**src/rtl/temp_monitor_if.sv**
```systemverilog
// Bundle between the keypad digit-entry stage (master) and temp_monitor (slave):
// BCD digits plus request flag in, binary reading, statistics and alarm status out.
interface temp_monitor_if;
    logic        new_number;
    logic [3:0]  temp_value_ones;
    logic [3:0]  temp_value_tens;
    logic [3:0]  temp_value_huns;
    logic [9:0]  temp_bin;
    logic        temp_valid;
    logic [10:0] delta;
    logic [9:0]  temp_min;
    logic [9:0]  temp_max;
    logic [1:0]  alarm_state;
    logic        alarm_high;
    logic        alarm_low;
    logic        busy;

    modport master (
        output new_number, temp_value_ones, temp_value_tens, temp_value_huns,
        input  temp_bin, temp_valid, delta, temp_min, temp_max,
               alarm_state, alarm_high, alarm_low, busy
    );

    modport slave (
        input  new_number, temp_value_ones, temp_value_tens, temp_value_huns,
        output temp_bin, temp_valid, delta, temp_min, temp_max,
               alarm_state, alarm_high, alarm_low, busy
    );
endinterface

```
**src/rtl/temp_monitor.sv**
```systemverilog
// Converts each completed BCD temperature entry to binary, tracks delta/min/max
// and runs a high/low alarm with hysteresis.
//
// state   | meaning
// --------+-------------------------------------------------
// IDLE    | waiting for a new_number rise or a pending request
// CAP     | latch (clamped) digits, clear accumulator
// ACC_H   | acc = huns*100
// ACC_T   | acc += tens*10
// ACC_O   | acc += ones
// EVAL    | update reading, delta, min/max, alarm; pulse temp_valid
module temp_monitor #(
    parameter int unsigned HIGH_SET = 100,
    parameter int unsigned HIGH_CLR = 95,
    parameter int unsigned LOW_SET  = 32,
    parameter int unsigned LOW_CLR  = 37
) (
    input logic           clk_i,
    input logic           rst_i,
    temp_monitor_if.slave bus
);
    localparam logic [2:0] ST_IDLE  = 3'd0;
    localparam logic [2:0] ST_CAP   = 3'd1;
    localparam logic [2:0] ST_ACC_H = 3'd2;
    localparam logic [2:0] ST_ACC_T = 3'd3;
    localparam logic [2:0] ST_ACC_O = 3'd4;
    localparam logic [2:0] ST_EVAL  = 3'd5;

    localparam logic [1:0] AL_NORMAL = 2'd0;
    localparam logic [1:0] AL_HIGH   = 2'd1;
    localparam logic [1:0] AL_LOW    = 2'd2;

    localparam logic [9:0] HIGH_SET_C = 10'(HIGH_SET);
    localparam logic [9:0] HIGH_CLR_C = 10'(HIGH_CLR);
    localparam logic [9:0] LOW_SET_C  = 10'(LOW_SET);
    localparam logic [9:0] LOW_CLR_C  = 10'(LOW_CLR);

    logic        s1_q, s2_q, s3_q;
    logic        rise;
    logic [2:0]  state_q, state_d;
    logic        pending_q, pending_d;
    logic [3:0]  huns_q, huns_d;
    logic [3:0]  tens_q, tens_d;
    logic [3:0]  ones_q, ones_d;
    logic [9:0]  acc_q, acc_d;
    logic        prev_valid_q, prev_valid_d;
    logic [9:0]  temp_bin_q, temp_bin_d;
    logic        temp_valid_q, temp_valid_d;
    logic [10:0] delta_q, delta_d;
    logic [9:0]  temp_min_q, temp_min_d;
    logic [9:0]  temp_max_q, temp_max_d;
    logic [1:0]  alarm_q, alarm_d;

    function automatic logic [3:0] clamp_bcd(input logic [3:0] d);
        return (d > 4'd9) ? 4'd9 : d;
    endfunction

    assign rise = s2_q & ~s3_q;

    always_comb begin
        state_d      = state_q;
        pending_d    = pending_q;
        huns_d       = huns_q;
        tens_d       = tens_q;
        ones_d       = ones_q;
        acc_d        = acc_q;
        prev_valid_d = prev_valid_q;
        temp_bin_d   = temp_bin_q;
        temp_valid_d = 1'b0;
        delta_d      = delta_q;
        temp_min_d   = temp_min_q;
        temp_max_d   = temp_max_q;
        alarm_d      = alarm_q;

        case (state_q)
            ST_IDLE: begin
                if (rise || pending_q) begin
                    state_d   = ST_CAP;
                    pending_d = 1'b0;
                end
            end
            ST_CAP: begin
                huns_d  = clamp_bcd(bus.temp_value_huns);
                tens_d  = clamp_bcd(bus.temp_value_tens);
                ones_d  = clamp_bcd(bus.temp_value_ones);
                acc_d   = '0;
                state_d = ST_ACC_H;
            end
            ST_ACC_H: begin
                acc_d   = 10'(huns_q) * 10'd100;
                state_d = ST_ACC_T;
            end
            ST_ACC_T: begin
                acc_d   = acc_q + 10'(tens_q) * 10'd10;
                state_d = ST_ACC_O;
            end
            ST_ACC_O: begin
                acc_d   = acc_q + 10'(ones_q);
                state_d = ST_EVAL;
            end
            ST_EVAL: begin
                temp_bin_d   = acc_q;
                temp_valid_d = 1'b1;
                prev_valid_d = 1'b1;
                if (!prev_valid_q) begin
                    delta_d    = '0;
                    temp_min_d = acc_q;
                    temp_max_d = acc_q;
                end else begin
                    delta_d = {1'b0, acc_q} - {1'b0, temp_bin_q};
                    if (acc_q < temp_min_q) temp_min_d = acc_q;
                    if (acc_q > temp_max_q) temp_max_d = acc_q;
                end
                case (alarm_q)
                    AL_HIGH: begin
                        if (acc_q <= LOW_SET_C)      alarm_d = AL_LOW;
                        else if (acc_q < HIGH_CLR_C) alarm_d = AL_NORMAL;
                    end
                    AL_LOW: begin
                        if (acc_q >= HIGH_SET_C)     alarm_d = AL_HIGH;
                        else if (acc_q > LOW_CLR_C)  alarm_d = AL_NORMAL;
                    end
                    default: begin
                        if (acc_q >= HIGH_SET_C)     alarm_d = AL_HIGH;
                        else if (acc_q <= LOW_SET_C) alarm_d = AL_LOW;
                        else                         alarm_d = AL_NORMAL;
                    end
                endcase
                state_d = ST_IDLE;
            end
            default: state_d = ST_IDLE;
        endcase

        // One-deep queue: a rise during a conversion is remembered, extras are lost.
        if (rise && (state_q != ST_IDLE)) pending_d = 1'b1;
    end

    always_ff @(posedge clk_i) begin
        if (rst_i) begin
            s1_q         <= 1'b0;
            s2_q         <= 1'b0;
            s3_q         <= 1'b0;
            state_q      <= ST_IDLE;
            pending_q    <= 1'b0;
            huns_q       <= '0;
            tens_q       <= '0;
            ones_q       <= '0;
            acc_q        <= '0;
            prev_valid_q <= 1'b0;
            temp_bin_q   <= '0;
            temp_valid_q <= 1'b0;
            delta_q      <= '0;
            temp_min_q   <= '0;
            temp_max_q   <= '0;
            alarm_q      <= AL_NORMAL;
        end else begin
            s1_q         <= bus.new_number;
            s2_q         <= s1_q;
            s3_q         <= s2_q;
            state_q      <= state_d;
            pending_q    <= pending_d;
            huns_q       <= huns_d;
            tens_q       <= tens_d;
            ones_q       <= ones_d;
            acc_q        <= acc_d;
            prev_valid_q <= prev_valid_d;
            temp_bin_q   <= temp_bin_d;
            temp_valid_q <= temp_valid_d;
            delta_q      <= delta_d;
            temp_min_q   <= temp_min_d;
            temp_max_q   <= temp_max_d;
            alarm_q      <= alarm_d;
        end
    end

    assign bus.temp_bin    = temp_bin_q;
    assign bus.temp_valid  = temp_valid_q;
    assign bus.delta       = delta_q;
    assign bus.temp_min    = temp_min_q;
    assign bus.temp_max    = temp_max_q;
    assign bus.alarm_state = alarm_q;
    assign bus.alarm_high  = (alarm_q == AL_HIGH);
    assign bus.alarm_low   = (alarm_q == AL_LOW);
    assign bus.busy        = (state_q != ST_IDLE);
endmodule
```
**src/flat_wrapper.sv**
```systemverilog
// flat-port wrapper written by rule: the top's interface ports become plain ports
module temp_monitor_flat 
#(
    parameter int unsigned HIGH_SET = 100,
    parameter int unsigned HIGH_CLR = 95,
    parameter int unsigned LOW_SET  = 32,
    parameter int unsigned LOW_CLR  = 37
)
  (clk_i, rst_i, bus_new_number, bus_temp_value_ones, bus_temp_value_tens, bus_temp_value_huns, bus_temp_bin, bus_temp_valid, bus_delta, bus_temp_min, bus_temp_max, bus_alarm_state, bus_alarm_high, bus_alarm_low, bus_busy);
  temp_monitor_if bus_i ();
  input logic clk_i;
  input logic rst_i;
  input wire logic [$bits(bus_i.new_number)-1:0] bus_new_number;
  input wire logic [$bits(bus_i.temp_value_ones)-1:0] bus_temp_value_ones;
  input wire logic [$bits(bus_i.temp_value_tens)-1:0] bus_temp_value_tens;
  input wire logic [$bits(bus_i.temp_value_huns)-1:0] bus_temp_value_huns;
  output wire logic [$bits(bus_i.temp_bin)-1:0] bus_temp_bin;
  output wire logic [$bits(bus_i.temp_valid)-1:0] bus_temp_valid;
  output wire logic [$bits(bus_i.delta)-1:0] bus_delta;
  output wire logic [$bits(bus_i.temp_min)-1:0] bus_temp_min;
  output wire logic [$bits(bus_i.temp_max)-1:0] bus_temp_max;
  output wire logic [$bits(bus_i.alarm_state)-1:0] bus_alarm_state;
  output wire logic [$bits(bus_i.alarm_high)-1:0] bus_alarm_high;
  output wire logic [$bits(bus_i.alarm_low)-1:0] bus_alarm_low;
  output wire logic [$bits(bus_i.busy)-1:0] bus_busy;
  assign bus_i.new_number = bus_new_number;
  assign bus_i.temp_value_ones = bus_temp_value_ones;
  assign bus_i.temp_value_tens = bus_temp_value_tens;
  assign bus_i.temp_value_huns = bus_temp_value_huns;
  assign bus_temp_bin = bus_i.temp_bin;
  assign bus_temp_valid = bus_i.temp_valid;
  assign bus_delta = bus_i.delta;
  assign bus_temp_min = bus_i.temp_min;
  assign bus_temp_max = bus_i.temp_max;
  assign bus_alarm_state = bus_i.alarm_state;
  assign bus_alarm_high = bus_i.alarm_high;
  assign bus_alarm_low = bus_i.alarm_low;
  assign bus_busy = bus_i.busy;
  temp_monitor #(.HIGH_SET(HIGH_SET), .HIGH_CLR(HIGH_CLR), .LOW_SET(LOW_SET), .LOW_CLR(LOW_CLR)) u_core (.clk_i(clk_i), .rst_i(rst_i), .bus(bus_i));
endmodule
```
**config.mk**
```make
export PLATFORM = sky130hd
export DESIGN_NAME = temp_monitor_flat
export DESIGN_NICKNAME = d
export VERILOG_FILES = /design/src/rtl/temp_monitor_if.sv /design/src/rtl/temp_monitor.sv /design/src/flat_wrapper.sv
export SDC_FILE = /design/constraint.sdc
export NUM_CORES = 1
export LEC_CHECK = 0
export ABC_AREA = 1
export BUFFER_PORTS_ARGS = -buffer_cell sky130_fd_sc_hd__buf_2
export CORE_MARGIN = 2
export CORE_UTILIZATION = 45
export DETAILED_ROUTE_END_ITERATION = 16
export HOLD_SLACK_MARGIN = 0.08
export PLACE_DENSITY = 0.62
export SYNTH_ARGS = -nofsm -noshare
export SYNTH_HDL_FRONTEND = slang
export SYNTH_SLANG_ARGS = --single-unit
export TNS_END_PERCENT = 30
```
**constraint.sdc**
```tcl
create_clock -name clk_i -period 3.1 [get_ports clk_i]
set_input_delay 0.31 -clock clk_i [delete_from_list [all_inputs] [get_ports clk_i]]
set_output_delay 0.31 -clock clk_i [all_outputs]
set_load 0.03 [all_outputs]
```
==> results.tsv, run 1 <==
stage	metric	value	unit
timing	RSZ-0062 raised after global routing	false	
worst_hold_path	worst hold path type	in -> reg	
synth	Post-synth top flop	dfxtp_1	
synth	Synth Area in XOR/XNOR	0.533	%
placement	Setup WS pre-CTS	0.460	ns
synth	Mapped Area	4930	sq um
synth	post-synthesis register bit count	74	
timing	Final Max Tran Viols	0	
final_layout	final non-filler cell total	933	
final_layout	footprint of the multi-input gates	2970	sq um
clock_network	TritonCTS Buffers	9	
clock_network	H-tree depth	3	
timing	max_slew headroom	35.2	%
floorplan	full die area	11800	sq um
critical_path	CP Cell Sequence	ha_1 > ha_1 > fa_1 > ha_1 > a21oi_1 > nor2_1 > nor2_1 > nand3_1 > nand3_1 > nand3_1 > nand2_1 > inv_1	
synth	post-synthesis simple-gate area fraction	30.3	%
critical_path	CP required	3.37	ns
power_and_ir_drop	Clock Power Share	32.9	%
global_routing	number of global-route vias before repair	4646	
critical_path	CP max stage cell	fa_1	
timing	hold_ws	0.148	ns
synth	Yosys warnings	0	
placement	Final HPWL DP	9790	microns
placement	DP Area	5380	sq um
timing	min Tclk post-route	2.66	ns
critical_path	Worst setup EP type	flip-flop	
timing	max frequency	376	MHz
synth	area share of the largest cell type after synthesis	30.1	%
detailed_routing	DRT iter0 DRCs	248	
synth	Commonest cells post-synth	nand2_1 (176), inv_1 (91), a21oi_1 (79)	
synth	Synth cell types	36	
timing	# setup viols final	0	
critical_path	Crit Path Class	reg -> reg	
clock_network	post-CTS setup buffer count	0	
placement	Port Buffers	61	
timing	Final WS setup	0.439	ns
timing	fin crit share	85.8	%
final_layout	layout cell share with drive strength beyond 1	13.4	%
clock_network	clk_lat worst skew	0.38	ns
final_layout	Layout area overhead	12.8	%
synth	count of flip-flops with a built-in enable after synthesis	0	
detailed_routing	vias	4847	
final_layout	Final #Nets	861	
detailed_routing	Vias/cell	5.20	
outcome	status	completed	
floorplan	initial core utilization	45.9	%
critical_path	Worst Path Max Fanout	7	
synth	mux share of post-synthesis cell area	0	%
power_and_ir_drop	Gate power share	20.4	%
global_routing	global-route wire length before repair	21800	microns
final_layout	diode count	0	
synth	sequential area share after synthesis	30.1	%
power_and_ir_drop	P per Cell Area	393	nW/um^2
detailed_routing	drt total wl	13200	microns
critical_path	CP Launch Type	flip-flop	
detailed_routing	iteration count of the initial detailed-routing pass	4	
synth	syn nets	799	
power_and_ir_drop	Switch Pwr	714	uW
detailed_routing	Avg WL per Cell	14.2	microns
synth	compound-gate portion of the synthesized area	14.0	%
power_and_ir_drop	P_leak	2.79	nW
synth	Mapped Cells	726	
global_routing	Congestion Overflow GR	0	
timing	Final Hold Viols	0	
floorplan	die width	109	microns
power_and_ir_drop	switching fraction of total power	32.7	%
global_routing	initial antenna violation count	0	
detailed_routing	# DRC	0	
synth	Synth Area per Inst	6.79	sq um
synth	post-synth top area cell	dfxtp_1	
clock_network	Clock Tree Buf Depth	2	
clock_network	CTS tree	built	
job	Max Cap Viol	0	
global_routing	maximum number of pins on one net before global-route repair	47	
synth	Synth Area in Adders	15.5	%
synth	asr flop ratio synth	0	%
synth	main combinational cell family by area after synthesis	simple AND/OR/NAND/NOR gates	
power_and_ir_drop	Reg power frac	46.8	%
timing	skew final	0.0121	ns
floorplan	IO Pins	62	
detailed_routing	Final ANT Viol Nets	0	
global_routing	gr usage total	23.9	%
final_layout	Finished Core Util	51.7	%
critical_path	CP max stage delay	0.46	ns
synth	Synth area leaders	dfxtp_1 (30%), ha_1 (13%), nand2_1 (13%), a21oi_1 (8.0%), nand3_1 (7.6%)	
clock_network	post-cts sizing count	0	
clock_network	root buf cell	clkbuf_8	
clock_network	hold_buf cts	0	
floorplan	num rows	38	
worst_hold_path	Hold Path Depth	3	
power_and_ir_drop	Overall Power	2.18	mW
critical_path	CP arrival	2.93	ns
clock_network	CTS sink cnt	74	
final_layout	Design Area, Final	5560	sq um
placement	gp weighted congestion	0.929	
synth	cell with the most instances after synthesis	nand2_1	
final_layout	fillers	1120	
timing	worst slew pin tran	0.965	ns
power_and_ir_drop	Pint	1.47	mW
final_layout	Register Area	1480	sq um
timing	Fin Setup TNS	0	ns
clock_network	Clock transition at path regs	0.08	ns
critical_path	worst r2r path cells	12	
floorplan	Die H	109	microns
floorplan	Core Box Area	10700	sq um
power_and_ir_drop	worst vdd ir	0.345	mV
placement	Placed Cells	917	
metal layers:
metal	up-vias	GRT usage, %	share of wire (%)
met1	2214	29.9	47
met2	109	40.5	47
met4	0	11.3	2.8
met5	-	0	0
met3	25	3.41	3.6
li1	2499	-	-
area by class of cell:
type / instances / area share (%)
Clock buffer: 12 / 2.79
Timing Repair Buffer: 72 / 6.98
Tap cell: 140 / 3.15
Clock inverter: 4 / 0.473
Sequential cell: 74 / 26.6
Inverter: 97 / 6.55
Multi-Input combinational cell: 534 / 53.4
worst max-delay path, delay by kind of cell (launching register included):
| family | cells | cell delay [ns] |
|---|---|---|
| fa+ha+maj | 4 | 1.37 |
| simple gates | 6 | 0.53 |
| flops | 1 | 0.34 |
| compound gates | 1 | 0.27 |
| buf+inv | 1 | 0.05 |
sequential cells by signal, indices dropped and copies added (netlist names), 2 cells and up:
register,flops
u_core.state_q,3
u_core.huns_q,4
u_core.tens_q,4
u_core.bus.temp_min,10
u_core.bus.temp_bin,10
u_core.bus.temp_max,10
u_core.acc_q,10
u_core.ones_q,4
u_core.bus.alarm_state,2
u_core.bus.delta,11
power groups by stage:
stage          sequential, mW  combinational (mW)  clock [mW]
6_report                 1.02               0.445       0.717
5_1_grt                  1.03               0.510       0.790
4_1_cts                  1.02               0.447       0.736
3_5_place_dp             1.04               0.443           0
3_3_place_gp             1.04               0.437           0
2_1_floorplan            1.04               0.332           0
cell families after synthesis:
group                      after synthesis
and+or+nand+nor                        345
AOI/OAI and AO/OA                      128
buffers and inverters                  118
DFF                                     74
adders and majority gates               58
xor gates and xnor gates                 3
cells in the final DEF (no fill, tap or decap), types with 2 or more instances in the layout:
master	netlist	layout
nor2_4	2	2
fa_1	5	5
inv_2	5	5
nand4_1	11	11
buf_4	5	11
nand3b_1	3	3
dfxtp_1	74	74
a211oi_1	3	3
inv_1	91	91
nor2_1	61	61
clkbuf_8	0	11
clkinv_2	0	2
nor2_2	2	2
a21o_1	4	4
buf_2	8	61
o21ai_0	30	30
ha_1	53	53
nand2_2	3	3
nand2_4	2	2
a21oi_1	79	79
or2_2	5	5
o21bai_1	2	2
a21boi_0	5	5
nand3_1	75	75
nand2_1	176	176
xor2_1	3	3
nor3_1	3	3
worst paths after layout:
| kind | endpoint | start | slack, ns |
|---|---|---|---|
| hold / removal | u_core.s1_q | bus_new_number | 0.15 |
| setup / recovery | u_core.acc_q[8] | u_core.tens_q[1] | 0.44 |
| hold reg to reg | u_core.s2_q | u_core.s1_q | 0.41 |
| setup reg to reg | u_core.acc_q[8] | u_core.tens_q[1] | 0.44 |
Power figures use the tool's default switching activity.
==> inputs of run 2 (changes only) <==
--- a/config.mk
+++ b/config.mk
@@ -5,13 +5,13 @@
 export SDC_FILE = /design/constraint.sdc
 export NUM_CORES = 1
 export LEC_CHECK = 0
-export ABC_AREA = 1
+export ABC_AREA = 0
 export BUFFER_PORTS_ARGS = -buffer_cell sky130_fd_sc_hd__buf_2
 export CORE_MARGIN = 2
 export CORE_UTILIZATION = 45
 export DETAILED_ROUTE_END_ITERATION = 16
 export HOLD_SLACK_MARGIN = 0.08
-export PLACE_DENSITY = 0.62
+export PLACE_DENSITY = 0.63
 export SYNTH_ARGS = -nofsm -noshare
 export SYNTH_HDL_FRONTEND = slang
 export SYNTH_SLANG_ARGS = --single-unit
==> results.tsv, run 2 <==
stage	metric	value	unit
outcome	status	completed	
worst_hold_path	worst hold path type	in -> reg	
critical_path	CP Launch Type	flip-flop	
critical_path	crit path buf inv count	0	
clock_network	CTS tree	built	
floorplan	Die H	108	microns
critical_path	CP max stage cell	fa_1	
power_and_ir_drop	P per Cell Area	363	nW/um^2
final_layout	most frequent cells in the layout	dfxtp_1 (74), nand2_1 (71), a21oi_1 (62)	
clock_network	H-tree depth	3	
global_routing	global-route wire length before repair	19900	microns
critical_path	Worst setup EP type	flip-flop	
timing	skew final	0.00953	ns
synth	syn nets	664	
clock_network	Clock Tree Buf Depth	2	
detailed_routing	vias	4398	
job	Max Cap Viol	0	
final_layout	most common cell after layout, fill and taps aside	dfxtp_1	
synth	Mapped Cells	591	
synth	Synth cell types	65	
critical_path	Worst Path Max Fanout	4	
power_and_ir_drop	worst vdd ir	0.247	mV
synth	area share of the largest cell type after synthesis	30.6	%
final_layout	Final #Nets	723	
synth	asr flop ratio synth	0	%
global_routing	maximum number of pins on one net before global-route repair	59	
power_and_ir_drop	Overall Power	2.01	mW
critical_path	CP arrival	3.16	ns
synth	cell with the most instances after synthesis	dfxtp_1	
detailed_routing	iteration count of the initial detailed-routing pass	5	
final_layout	diode count	0	
timing	max frequency	348	MHz
timing	min Tclk post-route	2.88	ns
floorplan	die width	108	microns
critical_path	most used cell, CP	ha_1	
clock_network	post-cts sizing count	0	
critical_path	CP Cell Sequence	ha_1 > ha_1 > fa_1 > ha_1 > o21a_1 > a2111oi_1 > or3_1 > or4_1 > o211ai_1	
synth	Synth Area per Inst	8.18	sq um
final_layout	Design Area, Final	5530	sq um
final_layout	fillers	1009	
floorplan	initial core utilization	46.6	%
timing	Final Hold Viols	0	
synth	Post-synth top flop	dfxtp_1	
timing	Final Max Tran Viols	0	
global_routing	initial antenna violation count	0	
final_layout	max reg flops	11	
synth	Synth area leaders	dfxtp_1 (31%), ha_1 (14%), a21oi_1 (6.4%), nand2_1 (5.5%), inv_1 (3.4%)	
global_routing	gr usage total	21.7	%
placement	gp weighted congestion	0.886	
final_layout	layout cell share with drive strength beyond 1	16.2	%
clock_network	clk_lat worst skew	0.37	ns
clock_network	CTS sink cnt	74	
timing	RSZ-0062 raised after global routing	false	
synth	sequential area share after synthesis	30.6	%
synth	post-synthesis register bit count	74	
placement	DP Area	5320	sq um
floorplan	IO Pins	62	
global_routing	number of global-route vias before repair	4122	
detailed_routing	# DRC	0	
floorplan	Core Box Area	10400	sq um
timing	# setup viols final	0	
critical_path	CP delay by family, top	adder cells	
detailed_routing	Vias/cell	5.56	
placement	Port Buffers	61	
timing	Fin Setup TNS	0	ns
timing	fin crit share	92.8	%
critical_path	CP max stage delay	0.44	ns
critical_path	Crit Path Class	reg -> reg	
synth	Mapped Area	4840	sq um
clock_network	post-CTS setup buffer count	0	
floorplan	full die area	11600	sq um
synth	count of flip-flops with a built-in enable after synthesis	0	
synth	Yosys warnings	0	
clock_network	root buf cell	clkbuf_8	
synth	post-synth top area cell	dfxtp_1	
floorplan	num rows	37	
detailed_routing	DRT iter0 DRCs	235	
detailed_routing	Avg WL per Cell	15.1	microns
clock_network	hold_buf cts	0	
clock_network	TritonCTS Buffers	9	
final_layout	Layout area overhead	14.4	%
critical_path	CP required	3.38	ns
detailed_routing	Final ANT Viol Nets	0	
timing	worst slew pin tran	1.03	ns
clock_network	Clock transition at path regs	0.08	ns
synth	Commonest cells post-synth	dfxtp_1 (74), nand2_1 (71), a21oi_1 (62)	
power_and_ir_drop	P_leak	2.30	nW
timing	max_slew headroom	31.5	%
detailed_routing	drt total wl	12000	microns
global_routing	Congestion Overflow GR	0	
placement	Final HPWL DP	8770	microns
run 2: worst paths after layout:
check | startpoint | slack (ns) | end | depth (start not counted)
worst max register to register | u_core.tens_q[1] | 0.22 | u_core.acc_q[8] | 9
worst min register to register | u_core.s1_q | 0.45 | u_core.s2_q | 1
worst max-delay path | u_core.tens_q[1] | 0.22 | u_core.acc_q[8] | 9
worst min-delay path | bus_new_number | 0.17 | u_core.s1_q | 2
run 2: power breakdown:
group | internal, mW | switching [mW]
combinational | 0.0788 | 0.129
clock | 0.440 | 0.383
sequential | 0.964 | 0.0148
run 2: through the flow:
stage               util [%]  hold slack (ns)  std cells  setup WS, ns
global placement        51.3            0.424        775         0.285
detailed placement      51.3            0.445        775         0.241
finish                  53.3            0.168        791         0.223
CTS                     53.3            0.166        791         0.213
global route            53.3            0.190        791        0.0746
floorplan                  -            0.414        591         0.388
run 2: kinds of logic after synthesis:
| family | Yosys count | share of synthesized area [%] |
|---|---|---|
| mux | 13 | 2.72 |
| fa+ha+maj | 58 | 15.8 |
| simple gates | 196 | 20.3 |
| compound gates | 157 | 21.5 |
| xor+xnor | 17 | 3.08 |
| flops | 74 | 30.6 |
| buf+inv | 76 | 6.05 |
run 2: cell type report:
cell class | instances | area [sq um] | share of cell area [%]
clock inverters | 3 | 46.3 | 0.837
repair buffers | 77 | 425 | 7.69
flip-flops and latches | 74 | 1480 | 26.8
inverters | 47 | 176 | 3.19
well taps | 136 | 170 | 3.08
clock buffers | 13 | 169 | 3.05
multi-input cells | 441 | 3060 | 55.4
run 2: routing by layer:
layer	share of wire (%)	track usage, %	vias to the layer above
met4	2.6	10.2	0
li1	-	-	2229
met1	47	28.3	2041
met2	46	35.4	106
met5	0	0	-
met3	4.7	2.85	22
==> inputs of run 3 (changes only) <==
--- a/config.mk
+++ b/config.mk
@@ -7,11 +7,12 @@
 export LEC_CHECK = 0
 export ABC_AREA = 0
 export BUFFER_PORTS_ARGS = -buffer_cell sky130_fd_sc_hd__buf_2
+export CAP_MARGIN = 20
 export CORE_MARGIN = 2
 export CORE_UTILIZATION = 45
 export DETAILED_ROUTE_END_ITERATION = 16
 export HOLD_SLACK_MARGIN = 0.08
-export PLACE_DENSITY = 0.63
+export PLACE_DENSITY = 0.68
 export SYNTH_ARGS = -nofsm -noshare
 export SYNTH_HDL_FRONTEND = slang
 export SYNTH_SLANG_ARGS = --single-unit
==> results.tsv, run 3 (synthesis gave the netlist of run 2 again) <==
stage	metric	value	unit
clock_network	CTS tree	built	
timing	# setup viols final	0	
final_layout	Layout area overhead	14.0	%
clock_network	CTS sink cnt	74	
floorplan	IO Pins	62	
global_routing	global-route wire length before repair	19100	microns
final_layout	layout cell share with drive strength beyond 1	15.7	%
floorplan	full die area	11600	sq um
timing	min Tclk post-route	2.90	ns
outcome	status	completed	
clock_network	post-cts sizing count	0	
detailed_routing	iteration count of the initial detailed-routing pass	5	
final_layout	most common cell after layout, fill and taps aside	dfxtp_1	
placement	Final HPWL DP	8400	microns
global_routing	gr usage total	20.7	%
floorplan	num rows	37	
critical_path	Crit Path Class	reg -> reg	
timing	Final Max Tran Viols	0	
final_layout	max reg flops	11	
global_routing	number of global-route vias before repair	4079	
clock_network	post-CTS setup buffer count	0	
critical_path	CP arrival	3.17	ns
placement	Setup WS pre-CTS	0.217	ns
final_layout	footprint of the multi-input gates	3060	sq um
timing	Final Hold Viols	0	
clock_network	hold_buf cts	0	
clock_network	H-tree depth	3	
clock_network	Clock Tree Buf Depth	2	
critical_path	CP Launch Type	flip-flop	
clock_network	root buf cell	clkbuf_8	
timing	fin crit share	93.5	%
detailed_routing	DRT iter0 DRCs	265	
global_routing	maximum number of pins on one net before global-route repair	65	
placement	Port Buffers	61	
power_and_ir_drop	P_leak	2.29	nW
critical_path	Worst setup EP type	flip-flop	
detailed_routing	Avg WL per Cell	14.9	microns
global_routing	Congestion Overflow GR	0	
critical_path	Worst Path Max Fanout	4	
clock_network	clk_lat worst skew	0.36	ns
final_layout	most frequent cells in the layout	dfxtp_1 (74), nand2_1 (71), a21oi_1 (62)	
global_routing	initial antenna violation count	0	
floorplan	initial core utilization	46.6	%
timing	RSZ-0062 raised after global routing	false	
floorplan	die width	108	microns
worst_hold_path	worst hold path type	in -> reg	
timing	Final WS setup	0.201	ns
critical_path	CP required	3.38	ns
placement	gp weighted congestion	0.837	
timing	max frequency	345	MHz
timing	worst slew pin tran	0.765	ns
power_and_ir_drop	worst vdd ir	0.232	mV
clock_network	Clock transition at path regs	0.08	ns
timing	hold_ws	0.162	ns
detailed_routing	Final ANT Viol Nets	0	
job	Max Cap Viol	0	
timing	Fin Setup TNS	0	ns
final_layout	Final #Nets	719	
final_layout	Finished Core Util	53.2	%
detailed_routing	# DRC	0	
floorplan	Die H	108	microns
detailed_routing	Vias/cell	5.61	
timing	max_slew headroom	48.9	%
power_and_ir_drop	P per Cell Area	368	nW/um^2
final_layout	Register Area	1480	sq um
detailed_routing	vias	4411	
floorplan	Core Box Area	10400	sq um
timing	skew final	0.0128	ns
final_layout	fillers	1010	
detailed_routing	drt total wl	11700	microns
clock_network	TritonCTS Buffers	9	
final_layout	diode count	0	
## run 3: final cells by class
class / count / share of cell area, %
clock inverter: 5 / 1.43
sequential: 74 / 26.9
timing repair buffer: 73 / 7.40
tap: 136 / 3.09
inverter: 47 / 3.20
multi-input combinational: 441 / 55.5
clock buffer: 10 / 2.50
## run 3: through the flow
stage	power [mW]	cell area (sq um)	std cells
final	2.03	5520	786
after global routing	2.12	5520	786
after CTS	2.05	5500	785
after detailed placement	1.21	5280	770
after global placement	1.20	5280	770
after floorplan	1.15	4840	591
## run 3: worst max-delay path: stages, from the launching register on
cell	delay (ns)
dfxtp_1	0.34
ha_1	0.30
ha_1	0.23
fa_1	0.44
ha_1	0.35
o21a_1	0.17
a2111oi_1	0.08
or3_1	0.40
or4_1	0.41
o211ai_1	0.10
## run 3: power breakdown
| part | switching, mW | internal [mW] | total, mW | leakage (nW) |
|---|---|---|---|---|
| logic | 0.121 | 0.0802 | 0.201 | 1.58 |
| clock network | 0.370 | 0.469 | 0.839 | 0.112 |
| registers | 0.0244 | 0.965 | 0.989 | 0.597 |
## run 3: worst paths after layout
check / start / end / slack, ns / depth (start not counted)
worst min register to register: u_core.s1_q / u_core.s2_q / 0.44 / 1
worst max register to register: u_core.tens_q[1] / u_core.acc_q[8] / 0.20 / 9
worst max-delay path: u_core.tens_q[1] / u_core.acc_q[8] / 0.20 / 9
worst min-delay path: bus_new_number / u_core.s1_q / 0.16 / 2
## run 3: layer usage
layer  part of all wire, %  GRT usage [%]  up-vias  wire [microns]
li1                      -              -     2218               -
met1                    45           26.3     2040            5270
met2                    47           34.4      126            5500
met3                   5.6           4.30       27             652
met4                   2.5           8.06        0             289
met5                     0              0        -               0
